--- config.mk ---
export PLATFORM = sky130hd
export DESIGN_NAME = gpio_pad_bank
export DESIGN_NICKNAME = d
export VERILOG_FILES = /design/src/rtl/gpio_pad_pkg.sv /design/src/rtl/gpio_pad_chan.sv /design/src/rtl/gpio_pad_bank.sv
export SDC_FILE = /design/constraint.sdc
export NUM_CORES = 1
export LEC_CHECK = 0
export CAP_MARGIN = 20
export CORE_UTILIZATION = 44
export CTS_CLUSTER_DIAMETER = 80
export DETAILED_ROUTE_END_ITERATION = 8
export DONT_BUFFER_PORTS = 1
export HOLD_SLACK_MARGIN = 0.12
export RECOVER_POWER = 50
export SYNTH_ARGS = -nofsm -noshare
export SYNTH_HDL_FRONTEND = slang
export SYNTH_HIERARCHICAL = 1
export SYNTH_SLANG_ARGS = --single-unit
--- constraint.sdc ---
create_clock -name clk -period 1.3 [get_ports clk]
set_input_delay 0.39 -clock clk [delete_from_list [all_inputs] [get_ports clk]]
set_output_delay 0.39 -clock clk [all_outputs]
set_load 0.01 [all_outputs]
--- src/rtl/gpio_pad_pkg.sv ---
// rtl/gpio_pad_pkg.sv - edge-mode encodings, pad reset values and edge qualification helper
// Shared by gpio_pad_chan and gpio_pad_bank.
package gpio_pad_pkg;

  typedef logic [1:0] edge_mode_t;

  localparam edge_mode_t EDGE_NONE = 2'b00;
  localparam edge_mode_t EDGE_RISE = 2'b01;
  localparam edge_mode_t EDGE_FALL = 2'b10;
  localparam edge_mode_t EDGE_BOTH = 2'b11;

  // Receivers come up enabled so the bank can observe pads straight out of reset.
  localparam logic PAD_REN_RST = 1'b1;
  localparam logic PAD_CTL_RST = 1'b0;

  function automatic logic edge_hit(input edge_mode_t mode, input logic rise, input logic fall);
    logic hit;
    hit = 1'b0;
    case (mode)
      EDGE_RISE: hit = rise;
      EDGE_FALL: hit = fall;
      EDGE_BOTH: hit = rise | fall;
      default:   hit = 1'b0;
    endcase
    return hit;
  endfunction

endpackage

--- src/rtl/gpio_pad_chan.sv ---
// rtl/gpio_pad_chan.sv - one pad channel: control registers, synchroniser, debounce, edge detect, pending flag
module gpio_pad_chan
  import gpio_pad_pkg::*;
#(
  parameter int SYNC_STAGES = 2,
  parameter int DB_W        = 8,
  parameter int DB_CYCLES   = 16
) (
  input  logic       clk,
  input  logic       rst,
  input  logic       i_oe,
  input  logic       i_out,
  input  logic       i_ie,
  input  logic       i_pu,
  input  logic       i_pd,
  input  edge_mode_t i_edge,
  input  logic       i_clr,
  input  logic       i_src,
  output logic       o_din,
  output logic       o_en,
  output logic       o_ren,
  output logic       o_pu,
  output logic       o_pd,
  output logic       o_in_val,
  output logic       o_pend
);

  logic                   r_din;
  logic                   r_en;
  logic                   r_ren;
  logic                   r_pu;
  logic                   r_pd;
  logic [SYNC_STAGES-1:0] r_sync;
  logic                   r_in_val;
  logic                   r_prev;
  logic                   r_pend;
  logic                   w_s;
  logic                   w_rise;
  logic                   w_fall;
  logic                   w_hit;

  // Conflicting pull requests resolve to neither pull rather than fighting on the pad.
  always_ff @(posedge clk) begin
    if (rst) begin
      r_din <= PAD_CTL_RST;
      r_en  <= PAD_CTL_RST;
      r_ren <= PAD_REN_RST;
      r_pu  <= PAD_CTL_RST;
      r_pd  <= PAD_CTL_RST;
    end else begin
      r_din <= i_out;
      r_en  <= i_oe;
      r_ren <= i_ie;
      r_pu  <= i_pu & ~i_pd;
      r_pd  <= i_pd & ~i_pu;
    end
  end

  always_ff @(posedge clk) begin
    if (rst) begin
      r_sync <= '0;
    end else begin
      r_sync <= {r_sync[SYNC_STAGES-2:0], i_src};
    end
  end

  assign w_s = r_sync[SYNC_STAGES-1];

  generate
    if (DB_CYCLES == 0) begin : g_no_db
      always_ff @(posedge clk) begin
        if (rst) begin
          r_in_val <= 1'b0;
        end else begin
          r_in_val <= w_s;
        end
      end
    end else begin : g_db
      localparam logic [DB_W-1:0] DB_LAST = DB_W'(DB_CYCLES - 1);
      logic [DB_W-1:0] r_cnt;

      // The count only advances while the synced value disagrees with the filtered one.
      always_ff @(posedge clk) begin
        if (rst) begin
          r_cnt    <= '0;
          r_in_val <= 1'b0;
        end else if (w_s == r_in_val) begin
          r_cnt <= '0;
        end else if (r_cnt == DB_LAST) begin
          r_in_val <= w_s;
          r_cnt    <= '0;
        end else begin
          r_cnt <= r_cnt + DB_W'(1);
        end
      end
    end
  endgenerate

  assign w_rise = r_in_val & ~r_prev;
  assign w_fall = ~r_in_val & r_prev;
  assign w_hit  = edge_hit(i_edge, w_rise, w_fall);

  // A new event beats a clear strobe arriving on the same edge.
  always_ff @(posedge clk) begin
    if (rst) begin
      r_prev <= 1'b0;
      r_pend <= 1'b0;
    end else begin
      r_prev <= r_in_val;
      r_pend <= w_hit | (r_pend & ~i_clr);
    end
  end

  assign o_din    = r_din;
  assign o_en     = r_en;
  assign o_ren    = r_ren;
  assign o_pu     = r_pu;
  assign o_pd     = r_pd;
  assign o_in_val = r_in_val;
  assign o_pend   = r_pend;

endmodule

--- src/rtl/gpio_pad_bank.sv ---
// rtl/gpio_pad_bank.sv - NUM_CH-channel GPIO pad bank with debounced inputs and edge interrupts
// Optional GPIO_PAD_BANK_LOOPBACK_EN adds lb_en to feed the driven value back into the synchronisers.
module gpio_pad_bank
  import gpio_pad_pkg::*;
#(
  parameter int NUM_CH      = 8,
  parameter int SYNC_STAGES = 2,
  parameter int DB_W        = 8,
  parameter int DB_CYCLES   = 16
) (
  input  logic                clk,
  input  logic                rst,
`ifdef GPIO_PAD_BANK_LOOPBACK_EN
  input  logic                lb_en,
`endif
  input  logic [NUM_CH-1:0]   cfg_oe,
  input  logic [NUM_CH-1:0]   cfg_out,
  input  logic [NUM_CH-1:0]   cfg_ie,
  input  logic [NUM_CH-1:0]   cfg_pu,
  input  logic [NUM_CH-1:0]   cfg_pd,
  input  logic [2*NUM_CH-1:0] cfg_edge,
  input  logic [NUM_CH-1:0]   irq_mask,
  input  logic [NUM_CH-1:0]   irq_clr,
  output logic [NUM_CH-1:0]   pad_din,
  output logic [NUM_CH-1:0]   pad_en,
  output logic [NUM_CH-1:0]   pad_ren,
  output logic [NUM_CH-1:0]   pad_pu,
  output logic [NUM_CH-1:0]   pad_pd,
  input  logic [NUM_CH-1:0]   pad_dout,
  output logic [NUM_CH-1:0]   in_val,
  output logic [NUM_CH-1:0]   irq_pend,
  output logic                irq
);

  logic [NUM_CH-1:0] w_src;

`ifdef GPIO_PAD_BANK_LOOPBACK_EN
  assign w_src = lb_en ? (pad_din & pad_en) : pad_dout;
`else
  assign w_src = pad_dout;
`endif

  generate
    for (genvar g = 0; g < NUM_CH; g++) begin : g_chan
      gpio_pad_chan #(
        .SYNC_STAGES (SYNC_STAGES),
        .DB_W        (DB_W),
        .DB_CYCLES   (DB_CYCLES)
      ) u_chan (
        .clk      (clk),
        .rst      (rst),
        .i_oe     (cfg_oe[g]),
        .i_out    (cfg_out[g]),
        .i_ie     (cfg_ie[g]),
        .i_pu     (cfg_pu[g]),
        .i_pd     (cfg_pd[g]),
        .i_edge   (cfg_edge[2*g +: 2]),
        .i_clr    (irq_clr[g]),
        .i_src    (w_src[g]),
        .o_din    (pad_din[g]),
        .o_en     (pad_en[g]),
        .o_ren    (pad_ren[g]),
        .o_pu     (pad_pu[g]),
        .o_pd     (pad_pd[g]),
        .o_in_val (in_val[g]),
        .o_pend   (irq_pend[g])
      );
    end
  endgenerate

  assign irq = |(irq_pend & irq_mask);

endmodule

### Yosys cells after proc, flatten, opt, wreduce, memory -nomap -nowiden

Cells that the tools add are included.

* bits in registers: 144
* input port bits: 82
* output and inout port bits: 57
* logic and storage cells: 258

* add/subtract/negate cells: 8
* equality and inequality tests: 40
* mux-type cells: 8
* bitwise logic cells: 105
* reductions and logical operators: 17

Operators by type and width (number)
* $add A8 B1 Y8 const B: 8
* $eq A8 B4 Y1 const B: 8
* $not A1 Y1: 48
* $and A1 B1 Y1: 40
* $eq A2 B2 Y1 const B: 16
* $pmux W1 S3: 8
* $reduce_or A3 Y1: 8
* $eq A2 B1 Y1 const B: 8
* $or A1 B1 Y1: 16
* $reduce_and A2 Y1: 8
* $and A8 B8 Y8: 1
* $eq A1 B1 Y1: 8
* $reduce_or A8 Y1: 1

### Longest topological paths before layout

Gate-level depths: netlist of the first run.

* depth in word-level cells: 5
* depth in mapped cells: 5
* mapped depth without buffers: 5

### Cells and area by module

Netlist of the first run, hierarchy kept.

Modules (own cells, without submodules)
* gpio_pad_chan: times used 8, cells each 72, area each 683.2 µm²
* gpio_pad_bank: times used 1, cells each 5, area each 36.3 µm²

### Worst setup path after synthesis of the first run

OpenSTA, ideal clock, no wires.

* path type: register -> register
* start point: reg g_chan[7].u_chan.g_db.r_cnt[4]
* end point: reg g_chan[7].u_chan.g_db.r_cnt[3]
* library setup time: 0.131 ns
* data arrival time: 1.272 ns
* path slack: -0.103 ns
* stages on the path, launching flop included: 4
* buffers on the path: 0
* period minus slack after synthesis: 1.403 ns
* cells stage by stage: dfxtp_1 > or4_4 > o211ai_1 > nor2_1

* longest elaborated chain between the ends: 2

RTL lines
* start, declared: RTL line gpio_pad_chan.sv:80 `logic [DB_W-1:0] r_cnt;`
* start signal, assigned: RTL line gpio_pad_chan.sv:93 `r_cnt <= r_cnt + DB_W'(1);`
* $eq A8 B4 Y1: RTL line gpio_pad_chan.sv:89 `end else if (r_cnt == DB_LAST) begin`
* $reduce_or A3 Y1 (no source line)

No other way between the ends.
A chain may end at the register's enable or synchronous reset.

### Final worst setup path of the first run

* start point: reg g_chan[4].u_chan.r_pend
* end point: out irq

* longest elaborated chain between the ends: 2

RTL lines
* start, declared: RTL line gpio_pad_chan.sv:36 `logic r_pend;`
* start signal, assigned: RTL line gpio_pad_chan.sv:110 `r_pend <= w_hit | (r_pend & ~i_clr);`
* $and A8 B8 Y8: RTL line gpio_pad_bank.sv:71 `assign irq = |(irq_pend & irq_mask);`
* $reduce_or A8 Y1: RTL line gpio_pad_bank.sv:71
* end, declared: RTL line gpio_pad_bank.sv:32 `output logic irq`

No other way between the ends.

==> results of run 1 <==
worst max-delay path: cells and delay by family (launching register included):
family / cells / cell delay (ns)
AOI/OAI and AO/OA: 1 / 0.14
buffers and inverters: 1 / 0.15
and+or+nand+nor: 1 / 0.17
DFF: 1 / 0.35
routing by layer:
layer,vias to the layer above,track usage [%]
li1,2302,-
met3,18,4.942
met1,2162,22.81
met2,100,36.79
met4,0,9.177
met5,-,0
cell type report:
type / count / area (um^2) / share of cell area [%]
inverters: 40 / 150.1 / 1.898
multi-input cells: 389 / 2734 / 34.57
flip-flops and latches: 144 / 2932 / 37.07
clock inverters: 6 / 105.1 / 1.329
repair buffers: 146 / 1286 / 16.26
well taps: 168 / 210.2 / 2.658
clock buffers: 24 / 491.7 / 6.217
state kept, by name, summed over array words and instances (netlist names):
register and flops:
g_chan.u_chan/o_ren 8, g_chan.u_chan/o_pd 8, g_chan.u_chan/o_pend 8, g_chan.u_chan/o_pu 8
g_chan.u_chan/r_prev 8, g_chan.u_chan/o_in_val 8, g_chan.u_chan/g_db.r_cnt 64, g_chan.u_chan/o_en 8
g_chan.u_chan/o_din 8, g_chan.u_chan/r_sync 16
cell families after synthesis:
kind of cell             Yosys count  share of synthesized area [%]
AND/OR/NAND/NOR                  233                          24.13
flip-flops                       144                          52.40
AO/OA/AOI/OAI                    108                          10.92
buffers and inverters             48                          3.275
XOR/XNOR                          24                          3.821
adder cells (fa/ha/maj)           24                          5.458
report_power, final:
group / switching [uW] / internal, uW
logic: 158 / 242
clock network: 1730 / 3190
registers: 84.4 / 4520
total: 1970 / 7950
what timing repair did:
action,4_1_cts,5_1_grt
setup endpoints to repair,71,80
hold buffers,63,0
pin swaps,14,16
resized for setup,48,79
setup buffers,1,1
gates cloned,0,0
hold endpoints to repair,80,0
Yosys cell counts:
master      n  area share (%)
clkbuf_1    8            0.55
a22oi_1     4            0.55
ha_1       24             5.5
a31o_2      8             1.3
or4_4       8             1.6
nand3_1    24             2.2
inv_1      40             2.7
xor2_1     16             2.5
nor3b_1    16             2.2
or2_2       8            0.91
nand4_1     9             1.0
nor2_1     40             2.7
nand2b_1   24             2.7
xnor2_1     8             1.3
a21oi_1    56             5.1
o211ai_1    8             1.1
nand2_1    32             2.2
nor2b_1    32             3.6
or3_1      32             3.6
o21ai_0    32             2.9
or3b_2      8             1.3
dfxtp_1   144              52
stage by stage:
step	setup slack, ns	instances
CTS	-0.3836	916
finish	-0.3080	917
global placement	-0.05576	822
global route	-0.3788	917
detailed placement	-0.09380	822
floorplan	-0.06638	581
placed cells by master (no fill, tap or decap), types with 9 or more instances in the layout:
cell type and n:
dfxtp_1 109, buf_4 71, dlygate4sd3_1 62, inv_1 40, dfxtp_2 33, nand2_1 32, nor2b_1 32, a21oi_2 32
o21ai_0 31, or3_1 30, nor2_1 24, a21oi_1 24, nand2b_1 23, ha_1 21, clkbuf_16 17, xor2_1 16
nor3b_1 16, nand3_1 16, nor2_2 13, buf_6 11, nand4_1 9
final timing paths:
| check | start | end | slack, ns | cells after the start |
|---|---|---|---|---|
| setup reg to reg | g_chan[5].u_chan/g_db.r_cnt[6]$_SDFF_PP0_ | g_chan[5].u_chan/o_in_val$_SDFFE_PP0P_ | -0.13 | 3 |
| hold reg to reg | g_chan[7].u_chan/g_db.r_cnt[7]$_SDFF_PP0_ | g_chan[7].u_chan/g_db.r_cnt[7]$_SDFF_PP0_ | 0.50 | 2 |
| setup / recovery | g_chan[4].u_chan/o_pend$_SDFF_PP0_ | irq | -0.31 | 3 |
| hold / removal | cfg_pd[0] | g_chan[0].u_chan/o_pd$_SDFF_PP0_ | 0.15 | 1 |
==> results by group, run 1 <==
Status
  – Outcome: finished, violations left
  – Failing checks: setup timing

Synthesis
  – Synth warnings: 6
  – FF+latch count, synth: 144
  – Register area share after synthesis: 52.40%
  – Post-synthesis cell area: 5502 um^2
  – Syn Nets: 687
  – Distinct cells, synth: 22
  – Synth Instances: 581
  – Avg Inst Size Synth: 9.469 um^2

Detailed routing
  – Metal2 WL: 6552 um
  – DRC viols: 0
  – Final wirelength: 12770 um
  – Vias: 4582
  – Routed Antenna Nets: 0
  – Mean routed wirelength per cell: 13.92 um
  – TritonRoute pass-1 iters: 4
  – DRT met1 WL: 5402 um
  – Met3 WL post-DR: 550 um
  – Top Layer Used: met4
  – Vias/cell: 4.997
  – DRT iter0 DRCs: 169

Die
  – Boundary Pins: 139
  – Die Wd: 113.8 um
  – Initial Utilization: 45.42%
  – Core area: 12110 um^2
  – Full die area: 12960 um^2
  – # rows: 40
  – Die height: 113.8 um

Clocking
  – Htree depth: 4
  – Worst skew pair latency: 0.41 ns
  – Clk sinks: 144
  – CTS Buf Count: 17
  – TritonCTS clock tree: yes
  – CTS clk-pin slew, worst paths: 0.05 ns
  – Clock root buffer: clkbuf_16
  – Clock buffer depth: 2

STA
  – Final Max Tran Viols: 0
  – Final Skew: 0.003984 ns
  – Tmin final: 1.608 ns
  – RSZ-0062 raised after global routing: true
  – Final Cycle Share: 123.7%
  – Worst-margin pin slew: 1.039 ns
  – TNS Setup: -5.844 ns
  – # setup viols final: 60
  – Fin worst setup slack: -0.3080 ns
  – Slew HR: 30.75%
  – Fmax: 621.9 MHz
  – Number of hold violations in the final report: 0
  – Hold WS: 0.1461 ns

Critical path
  – Max incr delay on CP: 0.35 ns
  – Crit path kind: reg2out
  – Slowest-stage cell, CP: dfxtp_4
  – WP data required: 0.91 ns
  – Critical path launch point type: flop
  – CP endpoint kind: output pin
  – Crit path DAT: 1.22 ns
  – Critical-path maximum fanout: 2
  – Critical path, cell by cell: a22oi_2 -> buf_4 -> nand4_1

Finish
  – # fillers: 996
  – Syn-to-layout area delta: 43.76%
  – Design area: 7909 um^2
  – Fraction of layout cells with a size suffix above 1: 32.18%
  – Nets@finish: 844
  – Antenna Cells: 0
  – Fin util: 65.30%

Place
  – Hpwl dp: 8125 um
  – # port buffers: 0
  – Dpl cell area: 6300 um^2
  – Placer Congestion: 0.7655

Global route
  – Largest net degree at the start of global routing: 48
  – GRT Total Usage: 20.43%
  – Global-route wire length before repair: 20720 um
  – GRT Residual Overflow: 0
  – Vias in the first global route: 4683
  – Initial antenna violation count: 0

Power and ir drop
  – Overall Power: 9926 uW
  – Max VDD drop: 876.5 uV
  – P_leak: 0.002992 uW
  – Power Dens Cells: 1255 nW/um^2

Flow run
  – Max-Cap Viols: 0

Min path
  – HP Class: in2reg
No activity file was read; power rests on OpenSTA's default activity.
==> run 2, diff against run 1 <==
- REMOVE_ABC_BUFFERS: default -> 1
==> run 2 against run 1 <==
  * The run still ends with setup timing left
  * Routed wire length is 6.2% higher
  * Power is 2.1% higher
  * Cell count is 0.22% lower
  * Global-route usage is 0.81 points higher
  * Clock skew is 0.0047 ns higher
  * Fmax is 3.7% higher
  * Clock power is 4% higher
  * Non-clock buffer count is 2 lower
  * Final area is 1.7% higher
  * Sequential power hardly changed
  * Core utilization is 1.1 points higher
  * Largest cell class unchanged
==> results by group, run 2 (synthesized netlist as in run 1, its figures left out) <==
Die
  – Full die area: 12960 um^2 (unchanged)
  – Die Wd: 113.8 um (unchanged)
  – Initial Utilization: 45.42% (unchanged)
  – Boundary Pins: 139 (unchanged)
  – # rows: 40 (unchanged)
  – Die height: 113.8 um (unchanged)
  – Core area: 12110 um^2 (unchanged)

Clocking
  – Clk sinks: 144 (unchanged)
  – CTS clk-pin slew, worst paths: 0.06 ns (about the same)
  – Worst skew pair latency: 0.43 ns (+0.02 ns)
  – Clock root buffer: clkbuf_16
  – CTS Buf Count: 17 (unchanged)
  – TritonCTS clock tree: yes
  – Clock buffer depth: 2 (unchanged)
  – Htree depth: 4 (unchanged)

STA
  – Tmin final: 1.550 ns (-0.05752 ns)
  – Hold WS: 0.1370 ns (-0.009143 ns)
  – Slew HR: 61.80% (+31 points)
  – Final Max Tran Viols: 0 (unchanged)
  – Number of hold violations in the final report: 0 (unchanged)
  – Fmax: 645.0 MHz (+3.7%)
  – Final Skew: 0.008673 ns (+0.004689 ns)
  – # setup viols final: 59 (-1.7%)
  – RSZ-0062 raised after global routing: true
  – Final Cycle Share: 119.3% (-4.4 points)
  – Worst-margin pin slew: 0.5730 ns (-0.4657 ns)
  – Fin worst setup slack: -0.2504 ns (+0.05752 ns)

Status
  – Failing checks: setup timing
  – Outcome: finished, violations left

Detailed routing
  – Top Layer Used: met4
  – DRT met1 WL: 5361 um (-0.76%)
  – Metal2 WL: 7079 um (+8.0%)
  – Met3 WL post-DR: 911 um (+66%)
  – DRC viols: 0 (unchanged)
  – Vias: 4671 (+1.9%)
  – DRT iter0 DRCs: 126 (-25%)
  – Vias/cell: 5.105 (+2.2%)
  – TritonRoute pass-1 iters: 4 (unchanged)
  – Routed Antenna Nets: 0 (unchanged)
  – Mean routed wirelength per cell: 14.81 um (+6.4%)
  – Final wirelength: 13550 um (+6.2%)

Finish
  – # fillers: 937 (-5.9%)
  – Most common cell after layout, fill and taps aside: dfxtp_1
  – Antenna Cells: 0 (unchanged)
  – Max reg flops: 64 (unchanged)
  – Nets@finish: 842 (-0.24%)
  – Commonest cells after routing, fill and taps aside: 105 x dfxtp_1, 66 x dlygate4sd3_1, 62 x buf_4
  – Design area: 8046 um^2 (+1.7%)
  – Finished Layout Cells: 915 (-0.22%)
  – Syn-to-layout area delta: 46.26%
  – Fraction of layout cells with a size suffix above 1: 33.73% (+1.6 points)
  – Largest registers: g_chan.u_chan/g_db.r_cnt: 64 flops, g_chan.u_chan/r_sync: 16 flops
  – Most flops, register: g_chan.u_chan/g_db.r_cnt

Critical path
  – Worst r2r src: g_chan[3].u_chan/g_db.r_cnt[6]$_SDFF_PP0_
  – Crit path to: irq
  – Critical path, cell by cell: a22oi_2 -> nand4_1
  – CP Launch Point: g_chan[0].u_chan/o_pend$_SDFF_PP0_
  – Critical-path maximum fanout: 3 (+1)
  – Worst path depth: 2 (-1)
  – Crit path kind: reg2out
  – WP data required: 0.91 ns (about the same)
  – R2R Setup Slk: -0.13 ns (about the same)
  – Worst reg2reg endpoint: g_chan[3].u_chan/g_db.r_cnt[5]$_SDFF_PP0_
  – Crit path DAT: 1.16 ns (-0.06 ns)
  – CP endpoint kind: output pin
  – Critical path launch point type: flop
  – CP delay by family, top: flip-flops
  – Max incr delay on CP: 0.34 ns (about the same)
  – Slowest-stage cell, CP: dfxtp_2
  – Worst-case reg-to-reg path depth: 4 (+1)
  – Buf/Inv on CP: 0 (-1)

Power and ir drop
  – Overall Power: 10130 uW (+2.1%)
  – P_leak: 0.002975 uW (-0.57%)
  – Power Dens Cells: 1259 nW/um^2 (+0.35%)
  – Logic gate share of total power: 4.0% (about the same)
  – Net Sw Frac: 20.07% (+0.21 points)
  – Sw power: 2034 uW (+3.2%)
  – Internal: 8100 uW (+1.8%)
  – Share of power burned in registers: 45.5% (-0.9 points)
  – Power share of the clock group: 50.5% (+0.9 points)
  – Max VDD drop: 1023 uV (+17%)

Place
  – # port buffers: 0 (unchanged)
  – Placed cell count: 812 (-1.2%)
  – Post-Place Setup Slack: -0.08404 ns (+0.009763 ns)
  – Hpwl dp: 7917 um (-2.6%)
  – Dpl cell area: 6215 um^2 (-1.4%)
  – Placer Congestion: 0.7830 (+2.3%)

Global route
  – GRT Residual Overflow: 0 (unchanged)
  – GRT Total Usage: 21.24% (+0.81 points)
  – Global-route wire length before repair: 21090 um (+1.8%)
  – Vias in the first global route: 4733 (+1.1%)
  – Initial antenna violation count: 0 (unchanged)
  – Largest net degree at the start of global routing: 49 (+2.1%)

Min path
  – HP Class: in2reg

Flow run
  – Max-Cap Viols: 0 (unchanged)
run 2: cell types whose count changed in the layout (fill, tap and decap cells not counted), sizes merged:
cell	change
bufinv	+1
clkinv	-1
clkinvlp	+4
dlygate4sd3	+4
buf	-5
clkbuf	-5
run 2: layer usage:
metal / vias up / global-route usage, %
met5: - / 0
met4: 0 / 10.39
met3: 15 / 7.758
met2: 150 / 37.52
met1: 2213 / 22.33
li1: 2293 / -
run 2: layout make-up:
class | count | area (um^2) | area share, %
clock buffer | 20 | 466.7 | 5.800
clock inverter | 10 | 160.2 | 1.990
inverter | 40 | 150.1 | 1.866
multi-input combinational | 389 | 2820 | 35.05
sequential | 144 | 2937 | 36.50
tap | 168 | 210.2 | 2.612
timing repair buffer | 144 | 1303 | 16.19
run 2: timing repair:
item,4_1_cts,5_1_grt
gates resized for setup,70,76
pin swaps,13,19
endpoints found under the setup margin,80,80
hold endpoints to repair,80,2
setup buffers,3,3
hold buffers,68,1
run 2: through the flow:
| step | utilization [%] | setup TNS [ns] |
|---|---|---|
| global route | 66.44 | -8.555 |
| floorplan | - | -4.575 |
| detailed placement | 51.31 | -3.018 |
| global placement | 51.31 | -1.543 |
| CTS | 64.12 | -4.660 |
| finish | 66.44 | -5.804 |
run 2: how the worst min path moves through the flow:
stage	start	endpoint	slack [ns]	cells after the start
4_1_cts	irq_clr[3]	g_chan[3].u_chan/o_pend$_SDFF_PP0_	0.12	2
3_5_place_dp	g_chan[0].u_chan/r_sync[0]$_SDFF_PP0_	g_chan[0].u_chan/r_sync[1]$_SDFF_PP0_	0.42	1
3_3_place_gp	g_chan[3].u_chan/r_sync[0]$_SDFF_PP0_	g_chan[3].u_chan/r_sync[1]$_SDFF_PP0_	0.42	1
2_1_floorplan	g_chan[0].u_chan/r_sync[0]$_SDFF_PP0_	g_chan[0].u_chan/r_sync[1]$_SDFF_PP0_	0.41	1
6_report	cfg_pu[2]	g_chan[2].u_chan/o_pu$_SDFF_PP0_	0.14	1
5_1_grt	cfg_pu[2]	g_chan[2].u_chan/o_pu$_SDFF_PP0_	0.11	1
run 2: worst reg2reg max path, delay by kind of cell, from the launching register on:
family | cells | cell delay (ns)
DFF | 1 | 0.32
AOI/OAI and AO/OA | 2 | 0.25
and+or+nand+nor | 1 | 0.55
buffers and inverters | 1 | 0.20
run 2: power groups by stage:
| stage | logic, uW | registers [uW] | clock network [uW] |
|---|---|---|---|
| floorplan | 143 | 4690 | 0 |
| global placement | 208 | 4700 | 0 |
| detailed placement | 217 | 4700 | 0 |
| CTS | 388 | 4610 | 5230 |
| global route | 443 | 4620 | 5440 |
| finish | 408 | 4610 | 5110 |
